`src/rtl/bin_to_bcd_seq.sv`:
```
// Sequential binary-to-BCD converter using shift-add-3 (double dabble).
// A start in IDLE loads the operand. WIDTH shift cycles then build the BCD
// digits in a scratch register that is one digit wider than the output.
// The DONE cycle registers bcd/neg/ovf/digit_en and raises a one-cycle done pulse.
module bin_to_bcd_seq #(
    parameter int WIDTH  = 14,
    parameter int DIGITS = 4
) (
    input  logic                  clk,
    input  logic                  rst,
    input  logic                  start,
    input  logic [WIDTH-1:0]      bin,
    input  logic                  neg_in,
    output logic                  busy,
    output logic                  done,
    output logic [4*DIGITS-1:0]   bcd,
    output logic                  neg,
    output logic                  ovf,
    output logic [DIGITS-1:0]     digit_en
);

    // Scratch holds DIGITS+1 digits so that out-of-range magnitudes can be detected.
    localparam int SW = 4 * (DIGITS + 1);
    localparam int CW = $clog2(WIDTH + 1);

    localparam logic [1:0] S_IDLE  = 2'd0;
    localparam logic [1:0] S_SHIFT = 2'd1;
    localparam logic [1:0] S_DONE  = 2'd2;

    logic [1:0]            r_state;
    logic [WIDTH-1:0]      r_shreg;
    logic [SW-1:0]         r_scratch;
    logic [CW-1:0]         r_cnt;
    logic                  r_neg_lat;

    logic                  r_done;
    logic [4*DIGITS-1:0]   r_bcd;
    logic                  r_neg;
    logic                  r_ovf;
    logic [DIGITS-1:0]     r_den;

    logic [4*DIGITS-1:0]   w_adj;
    logic [DIGITS-1:0]     w_nz;
    logic [DIGITS-1:0]     w_den;
    logic                  w_ovf;

    // Apply the add-3 correction to the lower DIGITS scratch digits.
    // The top digit is never >= 5 before a shift while WIDTH <= 3*DIGITS+3,
    // so it is shifted without a correction.
    genvar gi;
    generate
        for (gi = 0; gi < DIGITS; gi = gi + 1) begin : g_adj
            assign w_adj[4*gi +: 4] = (r_scratch[4*gi +: 4] >= 4'd5) ?
                                      (r_scratch[4*gi +: 4] + 4'd3) :
                                      r_scratch[4*gi +: 4];
        end
    endgenerate

    // Mark each digit as nonzero, then mark it significant when it or any
    // higher digit is nonzero. Digit 0 is always shown.
    generate
        for (gi = 0; gi < DIGITS; gi = gi + 1) begin : g_den
            assign w_nz[gi] = |r_scratch[4*gi +: 4];
            if (gi == 0) begin : g_lsd
                assign w_den[gi] = 1'b1;
            end else begin : g_upper
                assign w_den[gi] = |w_nz[DIGITS-1:gi];
            end
        end
    endgenerate

    // Any value in the extra top digit means the magnitude does not fit in DIGITS digits.
    assign w_ovf = |r_scratch[SW-1 -: 4];

    // Sequence control and shift datapath: load on start, then shift WIDTH times.
    always_ff @(posedge clk) begin
        if (!rst) begin
            r_state   <= S_IDLE;
            r_shreg   <= '0;
            r_scratch <= '0;
            r_cnt     <= '0;
            r_neg_lat <= 1'b0;
        end else begin
            case (r_state)
                S_IDLE: begin
                    if (start) begin
                        r_shreg   <= bin;
                        r_scratch <= '0;
                        r_cnt     <= CW'(WIDTH);
                        r_neg_lat <= neg_in;
                        r_state   <= S_SHIFT;
                    end
                end
                S_SHIFT: begin
                    r_scratch <= {r_scratch[SW-2 -: 3], w_adj, r_shreg[WIDTH-1]};
                    r_shreg   <= {r_shreg[WIDTH-2:0], 1'b0};
                    r_cnt     <= r_cnt - CW'(1);
                    if (r_cnt == CW'(1)) begin
                        r_state <= S_DONE;
                    end
                end
                S_DONE: begin
                    r_state <= S_IDLE;
                end
                default: begin
                    r_state <= S_IDLE;
                end
            endcase
        end
    end

    // Result registers: update only in DONE and hold between conversions.
    // Saturate to all nines when the result overflows.
    always_ff @(posedge clk) begin
        if (!rst) begin
            r_done <= 1'b0;
            r_bcd  <= '0;
            r_neg  <= 1'b0;
            r_ovf  <= 1'b0;
            r_den  <= DIGITS'(1);
        end else begin
            r_done <= 1'b0;
            if (r_state == S_DONE) begin
                r_done <= 1'b1;
                r_neg  <= r_neg_lat;
                r_ovf  <= w_ovf;
                if (w_ovf) begin
                    r_bcd <= {DIGITS{4'h9}};
                    r_den <= '1;
                end else begin
                    r_bcd <= r_scratch[4*DIGITS-1:0];
                    r_den <= w_den;
                end
            end
        end
    end

    assign busy     = (r_state != S_IDLE);
    assign done     = r_done;
    assign bcd      = r_bcd;
    assign neg      = r_neg;
    assign ovf      = r_ovf;
    assign digit_en = r_den;

endmodule

```
`config.mk`:
```
export PLATFORM = sky130hd
export DESIGN_NAME = bin_to_bcd_seq
export DESIGN_NICKNAME = d
export VERILOG_FILES = /design/src/rtl/bin_to_bcd_seq.sv
export SDC_FILE = /design/constraint.sdc
export NUM_CORES = 1
export LEC_CHECK = 0
export ABC_AREA = 1
export CAP_MARGIN = 20
export CORE_UTILIZATION = 30
export DETAILED_ROUTE_END_ITERATION = 16
export DONT_BUFFER_PORTS = 1
export GPL_TIMING_DRIVEN = 0
export PLACE_DENSITY = 0.43
export REMOVE_ABC_BUFFERS = 1
export SYNTH_ARGS = -nofsm -noshare
export SYNTH_HDL_FRONTEND = slang
export SYNTH_SLANG_ARGS = --single-unit
```
`constraint.sdc`:
```
create_clock -name clk -period 1.8 [get_ports clk]
set_clock_uncertainty 0.2 [all_clocks]
set_input_delay 0 -clock clk [delete_from_list [all_inputs] [get_ports clk]]
set_output_delay 0 -clock clk [all_outputs]
set_load 0.01 [all_outputs]
```
# --- After elaboration in Yosys (flattened, before gate mapping) ---
# Cells that the tools add are included.
word_totals:
  latchBits: 0
  input_bits: 18
  ram_bits: 0
  rom_bits: 0
  mem_count: 0
  register_bits: 64
  wordCells: 50
classes:
  muxes: 16
  n_lt_le_gt_ge: 4
  n_div: 0
  shifts: 0
  n_eq_ne: 5
  addsub: 5
  n_reduce_logical: 10
  mul: 0
  bitwise_logic: 0
op_table:
  columns: ["cell", "count"]
  rows:
  - ["20-bit case mux with 2 select lines", 1]
  - ["14-bit case mux with 2 select lines", 1]
  - ["4-bit two-way mux", 6]
  - ["20-bit two-way mux", 1]
  - ["4-bit by 2-bit adder with 4-bit output (second input constant)", 4]
  - ["4-bit by 3-bit greater-or-equal comparator with 1-bit output (second input constant)", 4]
  - ["16-bit two-way mux", 1]
  - ["14-bit two-way mux", 1]
  - ["12-bit OR reduction", 1]
  - ["4-bit case mux with 2 select lines", 1]
  - ["4-bit OR reduction", 2]
  - ["8-bit OR reduction", 1]
  - ["2-bit AND reduction", 3]
  - ["4-bit by 1-bit == test with 1-bit output (second input constant)", 1]
  - ["2-bit two-way mux", 2]
  - ["2-bit != test (second input constant)", 2]
  - ["2-bit case mux with 2 select lines", 1]
  - ["2-bit nonzero test", 2]
  - ["4-bit by 1-bit subtractor with 4-bit output (second input constant)", 1]
  - ["2-bit by 1-bit == test with 1-bit output (second input constant)", 1]
  - ["2-bit == test (second input constant)", 1]
  - ["2-bit logical NOT", 1]
  - ["1-bit two-way mux", 1]

# --- Depth between registers and ports, before layout ---
# Gate-level depths: netlist of run 1.
logic_depth:
  ltp_word: 3
  mapped_depth: 9
  depth_no_buf: 9

# --- Worst setup path after synthesis of run 1 ---
# No wires, ideal clock.
synth_path:
  kind: "flip-flop to flip-flop"
  startpoint: "reg r_scratch[0]"
  endpoint: "reg r_scratch[4]"
  slack_ps: 421
  path_buffers: 0
  stages_incl_launch_ff: 10
  t_required_ps: 1535
  arrival_ps: 1114
  cell_sequence: "dfxtp_1 -> inv_1 -> ha_1 -> inv_1 -> nand2_1 -> nand3_1 -> nand2_1 -> nor2_1 -> nor2_1 -> nor2_1"
synth_between:
  elab_chain_len: 3
  elab_cells_between_ends: 4
  classes_between: "add/sub (1); order compare (1); mux (2)"
synth_lines:
  columns: ["item", "line_no", "text"]
  rows:
  - ["start, declared", "32", "logic [SW-1:0] r_scratch;"]
  - ["start signal, assigned", "95", "r_scratch <= {r_scratch[SW-2 -: 3], w_adj, r_shreg[WIDTH-1]};"]
  - ["4-bit by 2-bit adder with 4-bit output or 4-bit by 3-bit greater-or-equal comparator with 1-bit output (tied branches)", "54, 53", null]
  - ["4-bit two-way mux *", "53", "assign w_adj[4*gi +: 4] = (r_scratch[4*gi +: 4] >= 4'd5) ?"]
  - ["20-bit case mux with 2 select lines *", "84", "case (r_state)"]
# Mark *: on every way between the ends. The rest lies on a longest branch, timed or not.
# A chain may end at the register's enable or synchronous reset.

# --- Worst setup path after layout of run 1 ---
layout_path:
  startpoint: "reg r_state[1]"
  endpoint: "reg r_neg_lat"
layout_between:
  elab_chain_len: 2
layout_lines:
  columns: ["item", "line_no", "text"]
  rows:
  - ["start, declared", "30", "logic [1:0] r_state;"]
  - ["start signal, assigned", "78", "r_state <= S_IDLE;"]
  - ["start signal, assigned", "91", "r_state <= S_SHIFT;"]
  - ["start signal, assigned", "99", "r_state <= S_DONE;"]
  - ["2-bit logical NOT", "84", null]
  - ["2-bit AND reduction (no line)", null, null]
  - ["end signal, assigned", "90", "r_neg_lat <= neg_in;"]
  - ["end, declared", "34", "logic r_neg_lat;"]
# Every way passes these cells.

==> impl_metrics.py, run 1 <==
metrics = {
    "run_status": {
        "status": "complete, but fails checks",
        "violations": "design-rule violations",
    },
    "power_and_ir_drop": {
        "p_leak_nw": 1.30,
        "powerDensity_nw_per_um2": 903,
        "ir_drop_mv": 0.375,
    },
    "min_path": {
        "hold_path.class": "input pin to flop",
    },
    "cts": {
        "tritoncts": "done",
        "numCtsBuffers": 9,
        "clk_latency_ps": 340,
        "htreeDepth": 3,
        "clk_path_buf_depth": 2,
        "cts-root-buf": "clkbuf_8",
        "cts_setup_buffers": 0,
        "path_clk_slew_ps": 70,
        "cts_sinks": 63,
    },
    "route": {
        "viasPerCell": 4.92,
        "detail-route-antenna-nets": 0,
        "wl_mm": 7.27,
        "drt_first_pass_iters": 12,
        "first_iter_violations": 77,
        "vias": 2504,
        "drc": 1,
        "wl_per_cell_um": 14.3,
    },
    "timing": {
        "setup_viol": 0,
        "fin_crit_sh_pct": 92.3,
        "setup_tns_ps": 0,
        "slew_headroom_pct": 43.0,
        "hold_viol_final": 0,
        "max_freq_mhz": 602,
        "rsz0062_at_grt": "no",
        "fin_hold_ws_ps": 149,
        "worstMarginPinSlew_ps": 855,
        "finalMaxSlewViolations": 0,
        "min_period_ps": 1660,
        "fin_ws_ps": 139,
    },
    "die": {
        "dieHeight_um": 98.4,
        "die_w_um": 98.4,
        "die_area_um2": 9690,
        "rows": 34,
        "io_pins": 42,
        "initial_core_util_pct": 31.5,
        "core_area_um2": 8850,
    },
    "global_routing": {
        "grt_max_degree": 34,
        "grt_first_pass_wirelength_mm": 12.3,
        "antenna_found_initial": 0,
        "grt_pass1_vias": 2429,
        "grt.total_usage_pct": 16.5,
        "grt_remaining_overflow": 0,
    },
    "synthesis": {
        "yosysUniqueCellTypes": 23,
        "ys_warn_count": 0,
        "yosys.area.top_type": "dfxtp_1",
        "syn-cell-area_um2": 2790,
        "yosysSeqAreaShare_pct": 45.2,
        "ys_seq_elements": 63,
        "postSynthCellCount": 380,
        "avgSynthCellArea_um2": 7.34,
        "synth.top_cell.area_share_pct": 45.2,
        "synth_area_leaders": "dfxtp_1, nand2_1, a21oi_1",
    },
    "layout": {
        "layout.nets": 427,
        "area_growth_pct": 18.0,
        "antenna_cells": 0,
        "fill_cells": 965,
        "drive_above_1_share_pct": 6.98,
    },
    "setup_path": {
        "critPathKind": "flop to flop",
        "end_kind": "flop",
        "arrival_ps": 1700,
        "startpoint_type": "flop",
        "cp_max_fo": 5,
        "worstPathRequired_ps": 1840,
    },
    "place": {
        "dpl.hpwl_mm": 4.23,
        "io_buffers": 0,
        "place_ws_ps": -428,
        "gp_congestion": 0.805,
    },
    "run": {
        "maxCapViolations": 0,
    },
}
## kinds of logic (layout without fill, tap and decap cells)
logic type,Yosys count,after routing,share of synthesized area [%]
flip-flops,63,63,45.2
AND/OR/NAND/NOR,174,174,26.0
XOR/XNOR,1,1,0.314
other,1,1,0.134
buffers and inverters,50,70,7.35
AO/OA/AOI/OAI,78,79,15.2
adder cells (fa/ha/maj),13,13,5.83
## per-layer routing
metal	vias to the layer above	part of all wire, %	global-route usage, %
met3	9	6.5	6.24
li1	1291	-	-
met5	-	0	0
met2	65	48	28.3
met4	0	1.8	5.05
met1	1139	43	19.0
## timing repair
action                                  in CTS  in global routing
gates resized for setup                      4                  3
pin swaps                                    1                  0
endpoints found under the setup margin      15                  4
endpoints found under the hold margin       60                  0
gates cloned                                 1                  0
hold buffers                                21                  0
## cells in the mapped netlist, drive strengths merged
library cell,n
conb,1
nor3,9
a31oi,13
nor2,36
inv,33
o211ai,1
dfxtp,63
buf,12
a21oi,36
clkbuf,5
nand2,96
ha,13
nor3b,1
o21ai,24
nand4,10
xnor2,1
nand3,22
a22oi,4
## per-stage QoR
| stage | power, mW | instance area (µm²) | instances | util [%] |
|---|---|---|---|---|
| after global placement | 1.73 | 2840 | 471 | 32.1 |
| after detailed placement | 1.73 | 2850 | 471 | 32.2 |
| after global routing | 3.13 | 3290 | 509 | 37.2 |
| after floorplan | 1.66 | 2710 | 363 | - |
| final | 2.97 | 3290 | 509 | 37.2 |
| after CTS | 3.03 | 3290 | 509 | 37.1 |
## flip-flops by register name, summed over array words and instances, names as in the netlist, 2 cells and up
register / flops
digit_en: 3
r_cnt: 4
bcd: 16
r_shreg: 14
r_scratch: 20
r_state: 2
## layout by cell type, fill, tap and decap left out, types with 4 or more instances in the layout
cell type,Yosys,final
nand2_1,94,94
dfxtp_1,63,62
a21oi_1,36,36
nor2_1,36,35
inv_1,27,27
nand3_1,22,21
dlygate4sd3_1,0,20
o21ai_0,17,16
a31oi_1,13,13
ha_1,13,13
nand4_1,10,10
clkbuf_8,0,10
nor3_1,9,9
o21ai_1,6,7
inv_2,6,5
a22oi_1,4,4
## worst paths after layout
kind / start / end / slack [ps] / cells past startpoint
worst max-delay path: r_state[1] / r_neg_lat / 140 / 5
worst min-delay path: rst / r_neg_lat / 150 / 3
worst max register to register: r_state[1] / r_neg_lat / 140 / 5
worst min register to register: r_scratch[11] / r_scratch[11] / 270 / 2
## layout make-up
cell class / instances / area (µm²) / share of cell area, %
Tap cell: 108 / 135 / 4.10
Clock buffer: 12 / 145 / 4.41
Clock inverter: 4 / 45.0 / 1.37
Timing Repair Buffer: 21 / 220 / 6.69
Inverter: 33 / 126 / 3.84
Sequential cell: 63 / 1260 / 38.4
Multi-Input combinational cell: 268 / 1360 / 41.2
## report_power, final
part / leakage, nW / switching, mW / internal, mW
sequential: 0.511 / 0.0378 / 1.44
clock: 0.100 / 0.545 / 0.672
combinational: 0.693 / 0.181 / 0.0936
total: 1.30 / 0.764 / 2.21
## worst max-delay path: stages (launching register included)
cell and delay [ps]:
dfxtp_1 340, inv_2 150, nand3_2 130, o21ai_1 140
dlygate4sd3_1 560, nor2_1 40
No activity file was read; power rests on OpenSTA's default activity.
==> inputs of run 2 (changes only) <==
Settings changed: CELL_PAD_IN_SITES_DETAIL_PLACEMENT set to 0, CELL_PAD_IN_SITES_GLOBAL_PLACEMENT set to 1, PLACE_DENSITY 0.43 to 0.55, SKIP_LAST_GASP set to 1.
==> run 2 against run 1 <==
- the run still ends with design-rule violations left
- utilization grew 0.86 points
- worst setup slack got worse by 100 ps
- total power increased by 7.6%
- worst hold slack got worse by 29 ps
- routed wire length grew 4.5%
- die area unchanged
- fmax shrank 5.9%
- critical path type unchanged
==> impl_metrics.py, run 2 (synthesis gave the netlist of run 1 again) <==
metrics = {
    "setup_path": {
        "end_kind": "flop",
        "r2r_end": "r_state[0]",
        "regToRegSetupSlack_ps": 30,
        "arrival_ps": 1790,
        "critPathKind": "flop to flop",
        "r2r-start": "r_state[1]",
        "startpoint_type": "flop",
        "worstPathRequired_ps": 1820,
        "ff2ff_path_depth": 6,
        "cp_max_fo": 7,
    },
    "power_and_ir_drop": {
        "clkPwrFrac_pct": 44.8,
        "powerDensity_nw_per_um2": 950,
        "p_leak_nw": 1.33,
        "p_total_mw": 3.20,
        "power_frac_comb_pct": 9.0,
        "swShare_pct": 25.0,
        "p_seq_share_pct": 46.2,
        "ir_drop_mv": 0.332,
        "p_int_mw": 2.40,
        "p_switching_mw": 0.799,
    },
    "global_routing": {
        "grt_max_degree": 34,
        "grt_first_pass_wirelength_mm": 12.6,
        "antenna_found_initial": 0,
        "grt.total_usage_pct": 17.0,
        "grt_remaining_overflow": 0,
        "grt_pass1_vias": 2455,
    },
    "route": {
        "wl_per_cell_um": 14.8,
        "first_iter_violations": 86,
        "detail-route-antenna-nets": 0,
        "viasPerCell": 4.97,
        "drt_first_pass_iters": 13,
        "vias": 2545,
        "drc": 2,
        "wl_mm": 7.60,
    },
    "timing": {
        "min_period_ps": 1770,
        "fin_ws_ps": 34.9,
        "max_freq_mhz": 567,
        "worstMarginPinSlew_ps": 658,
        "setup_tns_ps": 0,
        "finalMaxSlewViolations": 0,
        "setup_viol": 0,
        "rsz0062_at_grt": "yes",
        "hold_viol_final": 0,
        "slew_headroom_pct": 56.0,
        "fin_crit_sh_pct": 98.1,
    },
    "cts": {
        "tritoncts": "done",
        "htreeDepth": 3,
        "clk_path_buf_depth": 2,
        "path_clk_slew_ps": 80,
        "clk_latency_ps": 350,
        "cts-root-buf": "clkbuf_8",
        "cts_sinks": 63,
        "numCtsBuffers": 9,
    },
    "die": {
        "initial_core_util_pct": 31.5,
        "rows": 34,
        "io_pins": 42,
        "die_w_um": 98.4,
        "dieHeight_um": 98.4,
        "core_area_um2": 8850,
        "die_area_um2": 9690,
    },
    "run": {
        "maxCapViolations": 0,
    },
    "place": {
        "io_buffers": 0,
        "place_ws_ps": -399,
        "dpl.hpwl_mm": 4.38,
        "gp_congestion": 0.791,
    },
    "layout": {
        "largest_register_ffs": 20,
        "final_common_cell": "nand2_1",
        "layout.nets": 430,
        "area_growth_pct": 20.7,
        "final_cell_mix": "nand2_1, dfxtp_1, a21oi_1",
        "top_register": "r_scratch",
        "antenna_cells": 0,
        "drive_above_1_share_pct": 6.93,
        "fill_cells": 981,
    },
    "run_status": {
        "status": "complete, but fails checks",
        "violations": "design-rule violations",
    },
    "min_path": {
        "whs_path_depth": 3,
        "hold_path.class": "input pin to flop",
        "hold_start": "rst",
        "hold_end": "r_neg_lat",
    },
}
run 2: repair_timing:
| action | CTS | global route |
|---|---|---|
| setup endpoints to repair | 13 | 18 |
| buffers inserted | 0 | 0 |
| hold buffers | 24 | 0 |
| hold endpoints to repair | 60 | 0 |
| gates resized for setup | 3 | 2 |
run 2: how the worst max path moves through the flow:
| stage | start | to | slack [ps] | depth (start not counted) |
|---|---|---|---|---|
| floorplan | r_state[0] | r_cnt[2] | 60 | 4 |
| global placement | r_state[0] | r_cnt[2] | -660 | 4 |
| detailed placement | r_state[0] | bcd[1] | -400 | 5 |
| CTS | r_state[0] | neg | 40 | 5 |
| global route | r_state[1] | r_state[0] | -60 | 6 |
| finish | r_state[1] | r_state[0] | 30 | 6 |
run 2: layer usage:
metal	track usage, %	vias up	wire length, µm	share of wire (%)
met1	21.2	1189	3610	48
met3	4.18	10	286	3.8
met4	5.86	0	107	1.4
li1	-	1301	-	-
met2	28.7	45	3590	47
met5	0	-	0	0
run 2: final cells by class:
type	instances	area [µm²]	share of cell area [%]
multi-input combinational	267	1340	39.9
tap	108	135	4.01
clock buffer	11	151	4.49
inverter	33	126	3.75
clock inverter	5	80.1	2.38
sequential	63	1260	37.4
timing repair buffer	25	270	8.02
run 2: stage by stage:
step | std cells | utilization [%] | cell area (µm²) | hold slack, ps
global route | 512 | 38.1 | 3370 | 128
detailed placement | 472 | 32.5 | 2870 | -57.7
finish | 512 | 38.1 | 3370 | 120
CTS | 512 | 38.0 | 3370 | 95.0
floorplan | 363 | - | 2710 | -74.1
global placement | 471 | 32.1 | 2840 | -67.4
run 2: critical path: stages (launching register included):
cell and delay (ps):
dfxtp_1 390, inv_2 90, nand2_2 170, nor2_1 80, nand2_1 90, o21ai_0 60, dlygate4sd3_1 560
run 2: power by group through the flow:
stage          Combinational, mW  Clock (mW)  Sequential [mW]
2_1_floorplan              0.160           0             1.50
3_3_place_gp               0.223           0             1.51
3_5_place_dp               0.235           0             1.51
4_1_cts                    0.293        1.49             1.48
5_1_grt                    0.329        1.55             1.48
6_report                   0.289        1.43             1.48
